$ cat src/rtl/seg7_pkg.sv
// seg7_pkg: shared constants for the seven-segment scan driver.
// Segment bit order in every glyph: bit 0 = a, 1 = b, 2 = c, 3 = d,
// 4 = e, 5 = f, 6 = g. All glyphs are active-high; pin polarity is
// applied at the output registers of the top.
package seg7_pkg;

  localparam int SEG_BITS = 7;

  localparam logic [SEG_BITS-1:0] GLYPH_BLANK = 7'b0000000;

  // Index = 4-bit digit code. Element [15] is written first.
  localparam logic [15:0][SEG_BITS-1:0] GLYPHS = {
    7'b1110001,  // F
    7'b1111001,  // E
    7'b1011110,  // d
    7'b0111001,  // C
    7'b1111100,  // b
    7'b1110111,  // A
    7'b1101111,  // 9
    7'b1111111,  // 8
    7'b0000111,  // 7
    7'b1111101,  // 6
    7'b1101101,  // 5
    7'b1100110,  // 4
    7'b1001111,  // 3
    7'b1011011,  // 2
    7'b0000110,  // 1
    7'b0111111   // 0
  };

endpackage

$ cat src/rtl/seg7_scan_driver_if.sv
// seg7_scan_driver_if: bundles the data/control inputs and the display pin
// outputs of seg7_scan_driver.
//   en, value, dp_in, load, lz_blank : from the datapath (master) to driver
//   seg, dp, an, frame_done          : from the driver (slave) to the board
interface seg7_scan_driver_if
  import seg7_pkg::*;
#(
  parameter int NUM_DIGITS = 4
);
  logic                    en;
  logic [4*NUM_DIGITS-1:0] value;
  logic [NUM_DIGITS-1:0]   dp_in;
  logic                    load;
  logic                    lz_blank;
  logic [SEG_BITS-1:0]     seg;
  logic                    dp;
  logic [NUM_DIGITS-1:0]   an;
  logic                    frame_done;

  modport master (
    output en, value, dp_in, load, lz_blank,
    input  seg, dp, an, frame_done
  );

  modport slave (
    input  en, value, dp_in, load, lz_blank,
    output seg, dp, an, frame_done
  );
endinterface

$ cat src/rtl/seg7_decode.sv
// seg7_decode: combinational 4-bit digit code to active-high glyph.
//   code  in  4  digit code
//   glyph out 7  segments a..g (bit 0 = a)
// With HEX_MODE = 0 the codes 10..15 render blank.
module seg7_decode
  import seg7_pkg::*;
#(
  parameter int HEX_MODE = 1
) (
  input  logic [3:0]          code,
  output logic [SEG_BITS-1:0] glyph
);

  always_comb begin
    glyph = GLYPHS[code];
    if ((HEX_MODE == 0) && (code > 4'd9)) begin
      glyph = GLYPH_BLANK;
    end
  end

endmodule

$ cat src/rtl/seg7_scan_driver.sv
// seg7_scan_driver: time-multiplexed seven-segment scan driver.
//   clk, rst_n : clock, asynchronous active-low reset
//   bus.en        scan enable (low freezes scan, anodes off)
//   bus.value     packed digit codes, digit 0 in bits [3:0]
//   bus.dp_in     per-digit decimal points
//   bus.load      capture value/dp_in into the pending shadow
//   bus.lz_blank  suppress leading zeros
//   bus.seg/dp/an registered pin outputs (polarity applied)
//   bus.frame_done one-cycle pulse when the scan wraps to digit 0
module seg7_scan_driver
  import seg7_pkg::*;
#(
  parameter int NUM_DIGITS     = 4,
  parameter int REFRESH_DIV    = 50000,
  parameter int BLANK_CYC      = 500,
  parameter int HEX_MODE       = 1,
  parameter int SEG_ACTIVE_LOW = 0,
  parameter int AN_ACTIVE_LOW  = 1
) (
  input logic               clk,
  input logic               rst_n,
  seg7_scan_driver_if.slave bus
);

  localparam int CW = $clog2(REFRESH_DIV);
  localparam int IW = (NUM_DIGITS > 1) ? $clog2(NUM_DIGITS) : 1;
  localparam int VW = 4 * NUM_DIGITS;

  localparam logic [CW-1:0]         CNT_LAST = CW'(REFRESH_DIV - 1);
  localparam logic [IW-1:0]         IDX_LAST = IW'(NUM_DIGITS - 1);
  localparam logic [SEG_BITS-1:0]   SEG_OFF  = (SEG_ACTIVE_LOW != 0) ? '1 : '0;
  localparam logic                  DP_OFF   = (SEG_ACTIVE_LOW != 0);
  localparam logic [NUM_DIGITS-1:0] AN_OFF   = (AN_ACTIVE_LOW != 0) ? '1 : '0;

  logic [CW-1:0]         cnt_q, cnt_d;
  logic [IW-1:0]         idx_q, idx_d;
  logic [VW-1:0]         pend_val_q, pend_val_d;
  logic [NUM_DIGITS-1:0] pend_dp_q, pend_dp_d;
  logic                  pend_valid_q, pend_valid_d;
  logic [VW-1:0]         disp_val_q, disp_val_d;
  logic [NUM_DIGITS-1:0] disp_dp_q, disp_dp_d;
  logic [SEG_BITS-1:0]   seg_q, seg_d;
  logic                  dp_q, dp_d;
  logic [NUM_DIGITS-1:0] an_q, an_d;
  logic                  frame_done_q, frame_done_d;

  logic                  slot_end, wrap;
  logic [3:0]            codes [NUM_DIGITS];
  logic [3:0]            cur_code;
  logic [SEG_BITS-1:0]   cur_glyph, seg_act;
  logic                  dp_act, blank;
  logic [NUM_DIGITS-1:0] an_act;
  logic [NUM_DIGITS-1:0] lz_mask;
  logic                  lz_run;

  for (genvar gi = 0; gi < NUM_DIGITS; gi++) begin : g_codes
    assign codes[gi] = disp_val_q[4*gi +: 4];
  end

  // Leading-zero mask, scanned from the most significant digit down.
  // A digit blanks while every digit above it was blank and dp-free and
  // its own code is zero; digit 0 is never masked.
  always_comb begin
    lz_mask = '0;
    lz_run  = 1'b1;
    for (int i = NUM_DIGITS - 1; i >= 1; i--) begin
      if (lz_run && (codes[i] == 4'd0)) begin
        lz_mask[i] = 1'b1;
      end
      lz_run = lz_mask[i] && !disp_dp_q[i];
    end
  end

  assign cur_code = codes[idx_q];

  seg7_decode #(.HEX_MODE(HEX_MODE)) u_decode (
    .code  (cur_code),
    .glyph (cur_glyph)
  );

  // Scan sequencing and shadow-register update.
  always_comb begin
    cnt_d        = cnt_q;
    idx_d        = idx_q;
    pend_val_d   = pend_val_q;
    pend_dp_d    = pend_dp_q;
    pend_valid_d = pend_valid_q;
    disp_val_d   = disp_val_q;
    disp_dp_d    = disp_dp_q;

    slot_end = bus.en && (cnt_q == CNT_LAST);
    wrap     = slot_end && (idx_q == IDX_LAST);

    if (bus.en) begin
      cnt_d = slot_end ? '0 : cnt_q + 1'b1;
    end
    if (slot_end) begin
      idx_d = (idx_q == IDX_LAST) ? '0 : idx_q + 1'b1;
    end

    if (wrap) begin
      // A load coinciding with the wrap bypasses the shadow so the new
      // value is shown from this frame's digit-0 slot onward.
      if (bus.load) begin
        disp_val_d = bus.value;
        disp_dp_d  = bus.dp_in;
      end else if (pend_valid_q) begin
        disp_val_d = pend_val_q;
        disp_dp_d  = pend_dp_q;
      end
      pend_valid_d = 1'b0;
    end else if (bus.load) begin
      pend_val_d   = bus.value;
      pend_dp_d    = bus.dp_in;
      pend_valid_d = 1'b1;
    end
  end

  // Output stage: glyph, blanking, dead time and pin polarity.
  always_comb begin
    blank   = bus.lz_blank && lz_mask[idx_q];
    seg_act = blank ? GLYPH_BLANK : cur_glyph;
    dp_act  = blank ? 1'b0 : disp_dp_q[idx_q];
    an_act  = '0;
    if (bus.en && (int'(cnt_q) >= BLANK_CYC)) begin
      an_act = NUM_DIGITS'(1) << idx_q;
    end
    seg_d        = (SEG_ACTIVE_LOW != 0) ? ~seg_act : seg_act;
    dp_d         = (SEG_ACTIVE_LOW != 0) ? ~dp_act : dp_act;
    an_d         = (AN_ACTIVE_LOW != 0) ? ~an_act : an_act;
    frame_done_d = wrap;
  end

  always_ff @(posedge clk or negedge rst_n) begin
    if (!rst_n) begin
      cnt_q        <= '0;
      idx_q        <= '0;
      pend_val_q   <= '0;
      pend_dp_q    <= '0;
      pend_valid_q <= 1'b0;
      disp_val_q   <= '0;
      disp_dp_q    <= '0;
      seg_q        <= SEG_OFF;
      dp_q         <= DP_OFF;
      an_q         <= AN_OFF;
      frame_done_q <= 1'b0;
    end else begin
      cnt_q        <= cnt_d;
      idx_q        <= idx_d;
      pend_val_q   <= pend_val_d;
      pend_dp_q    <= pend_dp_d;
      pend_valid_q <= pend_valid_d;
      disp_val_q   <= disp_val_d;
      disp_dp_q    <= disp_dp_d;
      seg_q        <= seg_d;
      dp_q         <= dp_d;
      an_q         <= an_d;
      frame_done_q <= frame_done_d;
    end
  end

  assign bus.seg        = seg_q;
  assign bus.dp         = dp_q;
  assign bus.an         = an_q;
  assign bus.frame_done = frame_done_q;

endmodule

$ cat src/flat_wrapper.sv
// flat-port wrapper written by rule: the top's interface ports become plain ports
module seg7_scan_driver_flat import seg7_pkg::*;
#(
  parameter int NUM_DIGITS     = 4,
  parameter int REFRESH_DIV    = 50000,
  parameter int BLANK_CYC      = 500,
  parameter int HEX_MODE       = 1,
  parameter int SEG_ACTIVE_LOW = 0,
  parameter int AN_ACTIVE_LOW  = 1
)
  (clk, rst_n, bus_en, bus_value, bus_dp_in, bus_load, bus_lz_blank, bus_seg, bus_dp, bus_an, bus_frame_done);
  seg7_scan_driver_if #(.NUM_DIGITS(NUM_DIGITS)) bus_i ();
  input logic clk;
  input logic rst_n;
  input wire logic [$bits(bus_i.en)-1:0] bus_en;
  input wire logic [$bits(bus_i.value)-1:0] bus_value;
  input wire logic [$bits(bus_i.dp_in)-1:0] bus_dp_in;
  input wire logic [$bits(bus_i.load)-1:0] bus_load;
  input wire logic [$bits(bus_i.lz_blank)-1:0] bus_lz_blank;
  output wire logic [$bits(bus_i.seg)-1:0] bus_seg;
  output wire logic [$bits(bus_i.dp)-1:0] bus_dp;
  output wire logic [$bits(bus_i.an)-1:0] bus_an;
  output wire logic [$bits(bus_i.frame_done)-1:0] bus_frame_done;
  assign bus_i.en = bus_en;
  assign bus_i.value = bus_value;
  assign bus_i.dp_in = bus_dp_in;
  assign bus_i.load = bus_load;
  assign bus_i.lz_blank = bus_lz_blank;
  assign bus_seg = bus_i.seg;
  assign bus_dp = bus_i.dp;
  assign bus_an = bus_i.an;
  assign bus_frame_done = bus_i.frame_done;
  seg7_scan_driver #(.NUM_DIGITS(NUM_DIGITS), .REFRESH_DIV(REFRESH_DIV), .BLANK_CYC(BLANK_CYC), .HEX_MODE(HEX_MODE), .SEG_ACTIVE_LOW(SEG_ACTIVE_LOW), .AN_ACTIVE_LOW(AN_ACTIVE_LOW)) u_core (.clk(clk), .rst_n(rst_n), .bus(bus_i));
endmodule
$ cat config.mk
export PLATFORM = sky130hd
export DESIGN_NAME = seg7_scan_driver_flat
export DESIGN_NICKNAME = d
export VERILOG_FILES = /design/src/rtl/seg7_pkg.sv /design/src/rtl/seg7_scan_driver_if.sv /design/src/rtl/seg7_decode.sv /design/src/rtl/seg7_scan_driver.sv /design/src/flat_wrapper.sv
export SDC_FILE = /design/constraint.sdc
export NUM_CORES = 1
export LEC_CHECK = 0
export CORE_AREA = 2 2 84 86
export CTS_CLUSTER_SIZE = 28
export DETAILED_ROUTE_END_ITERATION = 16
export DIE_AREA = 0 0 86 88
export HOLD_SLACK_MARGIN = 0.15
export PLACE_DENSITY = 0.75
export SYNTH_ARGS = -nofsm -noshare
export SYNTH_HDL_FRONTEND = slang
export SYNTH_SLANG_ARGS = --single-unit
export TNS_END_PERCENT = 5
$ cat constraint.sdc
create_clock -name clk -period 3.5 [get_ports clk]
set_clock_uncertainty 0.2 [all_clocks]
set_input_delay 0.35 -clock clk [delete_from_list [all_inputs] [get_ports clk]]
set_output_delay 0.35 -clock clk [all_outputs]
set_load 0.02 [all_outputs]
; Yosys cells after proc, flatten, opt, wreduce, memory -nomap -nowiden
; Memories as Yosys holds them, arrays and structs flattened.
; Index checks and enable logic that the tools add are counted.
[classes]
addsub = 2
n_lt_le_gt_ge = 4
eq_ne = 2
shift = 1
n_mux = 22
n_bitwise = 3
reduce_logical = 17
[op_table]
columns = operator, count
row1 = 16-bit two-way mux, 3
row2 = 4-bit two-way mux, 5
row3 = 16-bit by 1-bit adder with 16-bit output (second input constant), 1
row4 = 16-bit == test (second input constant), 1
row5 = 16-bit by 9-bit >= comparator with 1-bit output (second input constant), 1
row6 = 7-bit two-way mux, 2
row7 = 4-bit zero test, 3
row8 = 4-bit binary-select mux with 2-bit select, 1
row9 = 1-bit logical AND, 8
row10 = 1-bit two-way mux, 8
row11 = 4-bit by 5-bit less-than comparator with 1-bit output (second input constant), 1
row12 = 1-bit binary-select mux with 2-bit select, 2
row13 = 4-bit NOT, 1
row14 = 2-bit AND reduction, 2
row15 = 2-bit nonzero test, 2
row16 = 1-bit by 2-bit << shifter with 4-bit output (first input constant), 1
row17 = 3-bit >= comparator (second input constant), 1
row18 = 2-bit by 3-bit less-than comparator with 1-bit output (second input constant), 1
row19 = 2-bit NOT with 3-bit output, 1
row20 = 2-bit by 1-bit adder with 2-bit output (second input constant), 1
row21 = 2-bit == test (second input constant), 1
row22 = 1-bit zero test, 2
row23 = 2-bit two-way mux, 1
row24 = 1-bit NOT, 1
[totals]
regBits = 72
romBits = 112
in_bits = 25
output_inout_bits = 13
word_cells = 63
mem_count = 1
[mem_list]
columns = name, words, word_bits, rd, rd_clocked_by_memory_dff, write_ports, line
row1 = (no name shown), 16, 7, 1, 0, 0, seg7_decode.sv:15  ; glyph = GLYPHS[code];

; Depth between registers and ports, before layout
; Gate-level depths: netlist of the first run.
[depth]
depth_word = 12
mapped_depth = 9
ltp_nobuf = 8

; Modules after synthesis
; From an unflattened synthesis of the first run, not the netlist that was laid out.
[hier_totals]
hier_cells = 333
area_unflattened_um2 = 3875.0
[modules_own_cells]
columns = mod, n_inst, cells_per_inst, area_per_inst_um2, seq_area_each_um2
row1 = seg7_scan_driver, 1, 300, 3584.7, 1806.7
row2 = seg7_decode, 1, 33, 290.3, 0.0

; Worst setup path after synthesis of the first run
; Ideal clock, no wire load.
[synth_timing]
path_kind = register to register
from = reg u_core.cnt_q[10]
to = reg u_core.pend_dp_q[0]
setup_ps = 125
arrival_time_ps = 2117
required_time_ps = 3175
path_slack_ps = 1058
path_stages_with_launch = 7
path_buffers = 1
synth_period_minus_slack_ps = 2442
path_cell_list = dfrtp_1 or4_4 nor4_4 and2_4 nor2b_2 buf_6 mux2_4
[synth_via]
elab_chain_cells = 5
[synth_rtl]
columns = element, line
row1 = from (decl), seg7_scan_driver.sv:35  ; logic [CW-1:0] cnt_q, cnt_d;
row2 = from (signal assigned), seg7_scan_driver.sv:148  ; cnt_q <= cnt_d;
row3 = 16-bit == test, seg7_scan_driver.sv:91  ; slot_end = bus.en && (cnt_q == CNT_LAST);
row4 = 1-bit logical AND, seg7_scan_driver.sv:91
row5 = 1-bit logical AND, seg7_scan_driver.sv:92  ; wrap = slot_end && (idx_q == IDX_LAST);
row6 = net u_core.frame_done_d, seg7_scan_driver.sv:45  ; logic frame_done_q, frame_done_d;
row7 = 1-bit NOT (no source line), -
row8 = 2-bit AND reduction (no source line), -
row9 = to (signal assigned), seg7_scan_driver.sv:151  ; pend_dp_q <= pend_dp_d;
row10 = to (decl), seg7_scan_driver.sv:38  ; logic [NUM_DIGITS-1:0] pend_dp_q, pend_dp_d;
; The timed path passes the listed nets, and every way through them passes these cells.
; A chain may end at the register's enable or synchronous reset.

; Worst setup path after layout of the first run
[layout_timing]
from = reg u_core.cnt_q[10]
to = reg u_core.pend_val_q[0]
[layout_via]
elab_chain_cells = 5
[layout_rtl]
columns = element, line
row1 = 16-bit == test, seg7_scan_driver.sv:91
row2 = 1-bit logical AND, seg7_scan_driver.sv:91
row3 = 1-bit logical AND, seg7_scan_driver.sv:92
row4 = net u_core.frame_done_d, seg7_scan_driver.sv:45
row5 = 1-bit NOT (no source line), -
row6 = 2-bit AND reduction (no source line), -
row7 = to (signal assigned), seg7_scan_driver.sv:150  ; pend_val_q <= pend_val_d;
row8 = to (decl), seg7_scan_driver.sv:37  ; logic [VW-1:0] pend_val_q, pend_val_d;
; The timed path passes the listed nets, and every way through them passes these cells.

==> results of run 1 <==
## power breakdown
part	switching, mW	internal [mW]	total, mW
clock network	0.330	0.479	0.809
logic	0.0911	0.107	0.198
registers	0.0506	0.887	0.938
total	0.472	1.47	1.94
## final cells by class
type                       count  area [um^2]
clock buffer                  10          128
clock inverter                 6          115
fill                         536         2290
inverter                       6         22.5
multi-input combinational    218         1770
sequential                    72         1810
tap                           80          100
timing repair buffer          43          413
## state kept, by name (all words and copies together) (netlist names)
| register | count |
|---|---|
| u_core.bus.an | 4 |
| u_core.bus.dp | 1 |
| u_core.bus.frame_done | 1 |
| u_core.bus.seg | 7 |
| u_core.cnt_q | 16 |
| u_core.disp_dp_q | 4 |
| u_core.disp_val_q | 16 |
| u_core.idx_q | 2 |
| u_core.pend_dp_q | 4 |
| u_core.pend_val_q | 16 |
| u_core.pend_valid_q | 1 |
## kinds of logic (layout without fill, tap and decap cells)
logic type                 count (synthesis)  in the layout  share of synthesized area
buffers and inverters                     22             65                     0.0272
muxes                                     35             35                      0.134
DFF                                       72             72                      0.492
and+or+nand+nor                           94             94                      0.154
AOI/OAI and AO/OA                         64             64                      0.121
adders and majority gates                 12             12                     0.0409
xor gates and xnor gates                  13             13                     0.0310
## critical path, stage by stage, from the launching register on
cell and delay [ps]:
dfrtp_1 430, or4_4 590, nor4_4 530, and2_4 250, nor2b_2 150, buf_4 260, mux2_4 310
## per-layer routing
metal / share of wire / up-vias / GRT usage
met5: 0 / - / 0
met4: 0.020 / 0 / 0.0909
met3: 0.045 / 14 / 0.0528
met2: 0.46 / 63 / 0.309
met1: 0.48 / 1307 / 0.312
li1: - / 1226 / -
## cell usage in the layout, fill, tap and decap left out, types with 9 or more instances in the layout
cell type / synthesis / final
a21oi_1: 20 / 20
mux2_4: 20 / 20
clkbuf_8: 0 / 9
ha_1: 12 / 12
o2bb2ai_1: 18 / 18
and3b_1: 16 / 16
dfrtp_1: 68 / 68
nand2_1: 20 / 20
clkdlybuf4s50_1: 0 / 36
nor2_1: 19 / 19
## through the flow
step / hold slack [ps] / utilization / setup slack [ps]
after floorplan: -146 / - / 1060
after global placement: 105 / 0.617 / 474
after detailed placement: 118 / 0.617 / 407
after CTS: 267 / 0.655 / 632
after global routing: 287 / 0.655 / 483
final: 258 / 0.655 / 649
## how the worst max path moves through the flow
stage / end / start / slack [ps]
after global placement: u_core.pend_val_q[12] / bus_en / 470
after floorplan: u_core.pend_dp_q[0] / u_core.cnt_q[10] / 1060
final: u_core.pend_val_q[0] / u_core.cnt_q[10] / 650
after global routing: u_core.pend_dp_q[3] / u_core.cnt_q[10] / 480
after detailed placement: u_core.pend_val_q[1] / bus_en / 410
after CTS: u_core.pend_val_q[0] / u_core.cnt_q[10] / 630
==> impl_metrics.toml, run 1 <==
[route]
num_vias = 2610
drc = 0
wirelength_mm = 7.45
ant_nets = 0
wl_per_cell_um = 17.1
firstDrtPassIters = 4
viasPerCell = 6.00
drt_iter0_drc = 188

[die]
die_h_um = 88
dieArea_mm2 = 0.00757
ios = 38
start_util = 0.553
die_w_um = 86
num_rows = 30
core-area_mm2 = 0.00664

[setup_path]
reg2reg_from = "u_core.cnt_q[10]"
r2r-end = "u_core.pend_val_q[0]"
r2r_cells = 6
rrSetupSlack_ps = 650
end_kind = "register"
cp.required_ps = 3540
crit_fanout = 11
cp-start-kind = "register"
arrival_ps = 2890
crit_type = "register to register"

[cts]
clock_sinks = 72
numCtsBuffers = 9
cts_buffer_depth = 2
post_cts_buffers = 0
cts_tree = "built"
cts_hold_buf = 1
clk_latency_ps = 350
cts_resized = 0
htreeDepth = 3
clockRootBuffer = "clkbuf_8"
clk_pin_slew_ps = 80

[cells_and_area]
final_cell_count_no_fill = 435
areaGrowthSynthToFinish_pct = 18.5
drive_above_1_share = 0.166
nets = 387
antennaDiodeCount = 0
post-route-cell-area_mm2 = 0.00435

[global_routing]
grt_pass1_vias = 2491
grt_max_degree = 55
grt.total_usage = 0.215
antenna_found_initial = 0
overflow = 0
grt_pass1_wl_mm = 12.5

[sta]
relSlewSlack = 0.462
rsz0062_at_grt = "false"
finalSetupViolations = 0
slew_viol_final = 0
finalHoldViolCount = 0
worstMarginPinSlew_ps = 803
fin_crit_sh = 0.815
fin_tns_setup_ps = 0
max_freq_ghz = 0.351
fin_crit_ps = 2850

[place]
dp.final_hpwl_mm = 4.97
place_congestion = 0.803
placed_area_mm2 = 0.00410
io_buffers = 37
dp_cells = 418

[power_and_ir_drop]
p_leak_nw = 1.97
peakVddDrop_mv = 0.206
power.density_mw_per_mm2 = 447
total_power_mw = 1.94

[logic_synthesis]
avgSynthCellArea_um2 = 11.8
synth_area_mm2 = 0.00367
syn-num-nets = 349
synth_most_common_cell = "dfrtp_1"
yosysTopAreaCellShare = 0.463
synth_seq_cells = 72
synth.largest_area_cell = "dfrtp_1"
ys_types = 51
netlist_instances = 312
synth_edf_count = 0
synth_ff_type = "dfrtp_1"
synthArstFlopShare = 1.00
yosys-top-cells-count = "dfrtp_1, a21oi_1, mux2_4, nand2_1, nor2_1"
synth_area_leaders = "dfrtp_1, mux2_4, o2bb2ai_1"
synth-warning-count = 0
seq_area_frac_synth = 0.492

[worst_hold_path]
worstHoldPathType = "primary input to asynchronous set/reset pin"

[run]
drv_cap = 0

[run_status]
status = "finished clean"
Note: power is estimated with default switching activity, not from simulation.
==> run 2: changes to the inputs <==
CORE_AREA = 2 2 88 90   (was 2 2 84 86)
DIE_AREA = 0 0 90 92   (was 0 0 86 88)
PLACE_DENSITY = 0.72   (was 0.75)
clock period = 2.5 ns   (was 3.5 ns; I/O delays follow)
==> run 2 against run 1 <==
Compared with the run above: total power rose by 25%; clock-buffer cell count fell by 1; maximum frequency rose by 21%; non-clock buffer count rose by 13; largest power group unchanged; highest routed layer unchanged.
==> impl_metrics.toml, run 2 (synthesis gave the netlist of run 1 again) <==
[run_status]
status = "finished clean"

[global_routing]
overflow = 0
grt_max_degree = 73
antenna_found_initial = 0
grtUsageMet2 = 0.301
grt_util_met3 = 0.0403
grt.total_usage = 0.195
grt_pass1_wl_mm = 12.8
met1_usage = 0.270
grt_pass1_vias = 2572
grt-busiest-layer = "met2"

[cts]
post_cts_buffers = 0
cts_tree = "built"
cts_buffer_depth = 2
clock_sinks = 72
clk_pin_slew_ps = 80
clk_latency_ps = 360
numCtsBuffers = 9
htreeDepth = 3
clockRootBuffer = "clkbuf_8"

[die]
num_rows = 32
ios = 38
dieArea_mm2 = 0.00828
die_h_um = 92
start_util = 0.493
core-area_mm2 = 0.00745
die_w_um = 90

[cells_and_area]
nets = 400
areaGrowthSynthToFinish_pct = 21.2
layout_commonest_cell = "dfrtp_1"
final_cell_count_no_fill = 470
nFillCells = 617
final_cell_mix = "dfrtp_1, clkdlybuf4s50_1, a21oi_1, nand2_1, mux2_4"
antennaDiodeCount = 0
drive_above_1_share = 0.201
reg_top3 = "u_core.cnt_q: 16 flops, u_core.disp_val_q: 16 flops, u_core.pend_val_q: 16 flops"

[sta]
fin_crit_ps = 2350
fin_crit_sh = 0.939
worstMarginPinSlew_ps = 753
fin_tns_setup_ps = 0
finalSetupViolations = 0
max_freq_ghz = 0.426
rsz0062_at_grt = "false"
finalHoldViolCount = 0
slew_viol_final = 0
relSlewSlack = 0.498
fin_ws_ps = 152

[power_and_ir_drop]
p_int_mw = 1.78
power_frac_seq = 0.534
clock_power_share = 0.337
switching_share = 0.272
pwr-share-comb = 0.130
power.density_mw_per_mm2 = 548
switchingPower_mw = 0.662
p_leak_nw = 2.02
peakVddDrop_mv = 0.262

[route]
drt_iter0_drc = 138
drc = 0
wl_per_cell_um = 16.1
num_vias = 2608
firstDrtPassIters = 5
wirelength_mm = 7.56
ant_nets = 0
viasPerCell = 5.55

[setup_path]
slowest_stage = "or4_1"
cp_cell_sequence = "or4_4 -> or4_1 -> or3_1 -> o21ai_0"
crit_type = "register to register"
cp-start-kind = "register"
crit_fanout = 5
arrival_ps = 2420
end_kind = "register"
crit_family = "simple AND/OR/NAND/NOR gates"
max_stage_delay_ps = 660
cp.required_ps = 2570
crit_buf_inv = 0

[place]
dp.final_hpwl_mm = 5.07
dp_slack_ps = 162
dp_cells = 453
io_buffers = 37
place_congestion = 0.872

[worst_hold_path]
worstHoldPathType = "primary input to asynchronous set/reset pin"

[run]
drv_cap = 0
run 2: changes by cell type in the layout (fill, tap and decap cells not counted), sizes merged:
cell    delta
buf       +13
bufinv     -3
clkbuf     -1
clkinv     +6
inv        -2
run 2: cell type report:
cell class / instances / area (um^2) / area share
well taps: 102 / 128 / 0.0287
multi-input cells: 218 / 1770 / 0.398
clock inverters: 7 / 48.8 / 0.0110
repair buffers: 56 / 548 / 0.123
clock buffers: 9 / 124 / 0.0278
inverters: 6 / 22.5 / 0.00506
flip-flops and latches: 72 / 1810 / 0.406
run 2: path summary, 6_finish.rpt:
kind | from | to | slack [ps] | depth (start not counted)
setup / recovery | u_core.cnt_q[11] | u_core.idx_q[0] | 150 | 4
hold / removal | rst_n | u_core.cnt_q[2] | 250 | 3
setup reg to reg | u_core.cnt_q[11] | u_core.idx_q[0] | 150 | 4
hold reg to reg | u_core.pend_val_q[10] | u_core.pend_val_q[10] | 310 | 1
max in group asynchronous | rst_n | u_core.bus.an[0] | 1510 | 3
min in group clk | u_core.pend_val_q[10] | u_core.pend_val_q[10] | 310 | 1
run 2: power groups by stage:
stage          clock (mW)  sequential (mW)  combinational (mW)
3_5_place_dp            0             1.32               0.317
2_1_floorplan           0             1.32               0.166
4_1_cts             0.836             1.30               0.320
6_report            0.821             1.30               0.316
3_3_place_gp            0             1.32               0.311
5_1_grt             0.889             1.31               0.350
run 2: through the flow:
step                total power [mW]  utilization  area [um^2]  hold WS, ps
detailed placement              1.64        0.572         4260          109
global placement                1.63        0.572         4260          106
CTS                             2.46        0.597         4440          262
finish                          2.44        0.598         4450          255
global route                    2.55        0.598         4450          310
floorplan                       1.49            -         3670         -246
run 2: what timing repair did:
action	in CTS	in global routing
resized for setup	0	1
hold endpoints to repair	72	0
hold buffers	1	0
setup endpoints to repair	0	1
run 2: layer usage:
metal,vias to the layer above,share of wire
met2,68,0.47
met1,1271,0.48
met5,-,0
met3,7,0.044
met4,0,0.013
li1,1262,-
run 2: tightest hold or removal path: cells and delay by family:
family / cells / cell delay [ps]
buffers and inverters: 3 / 970
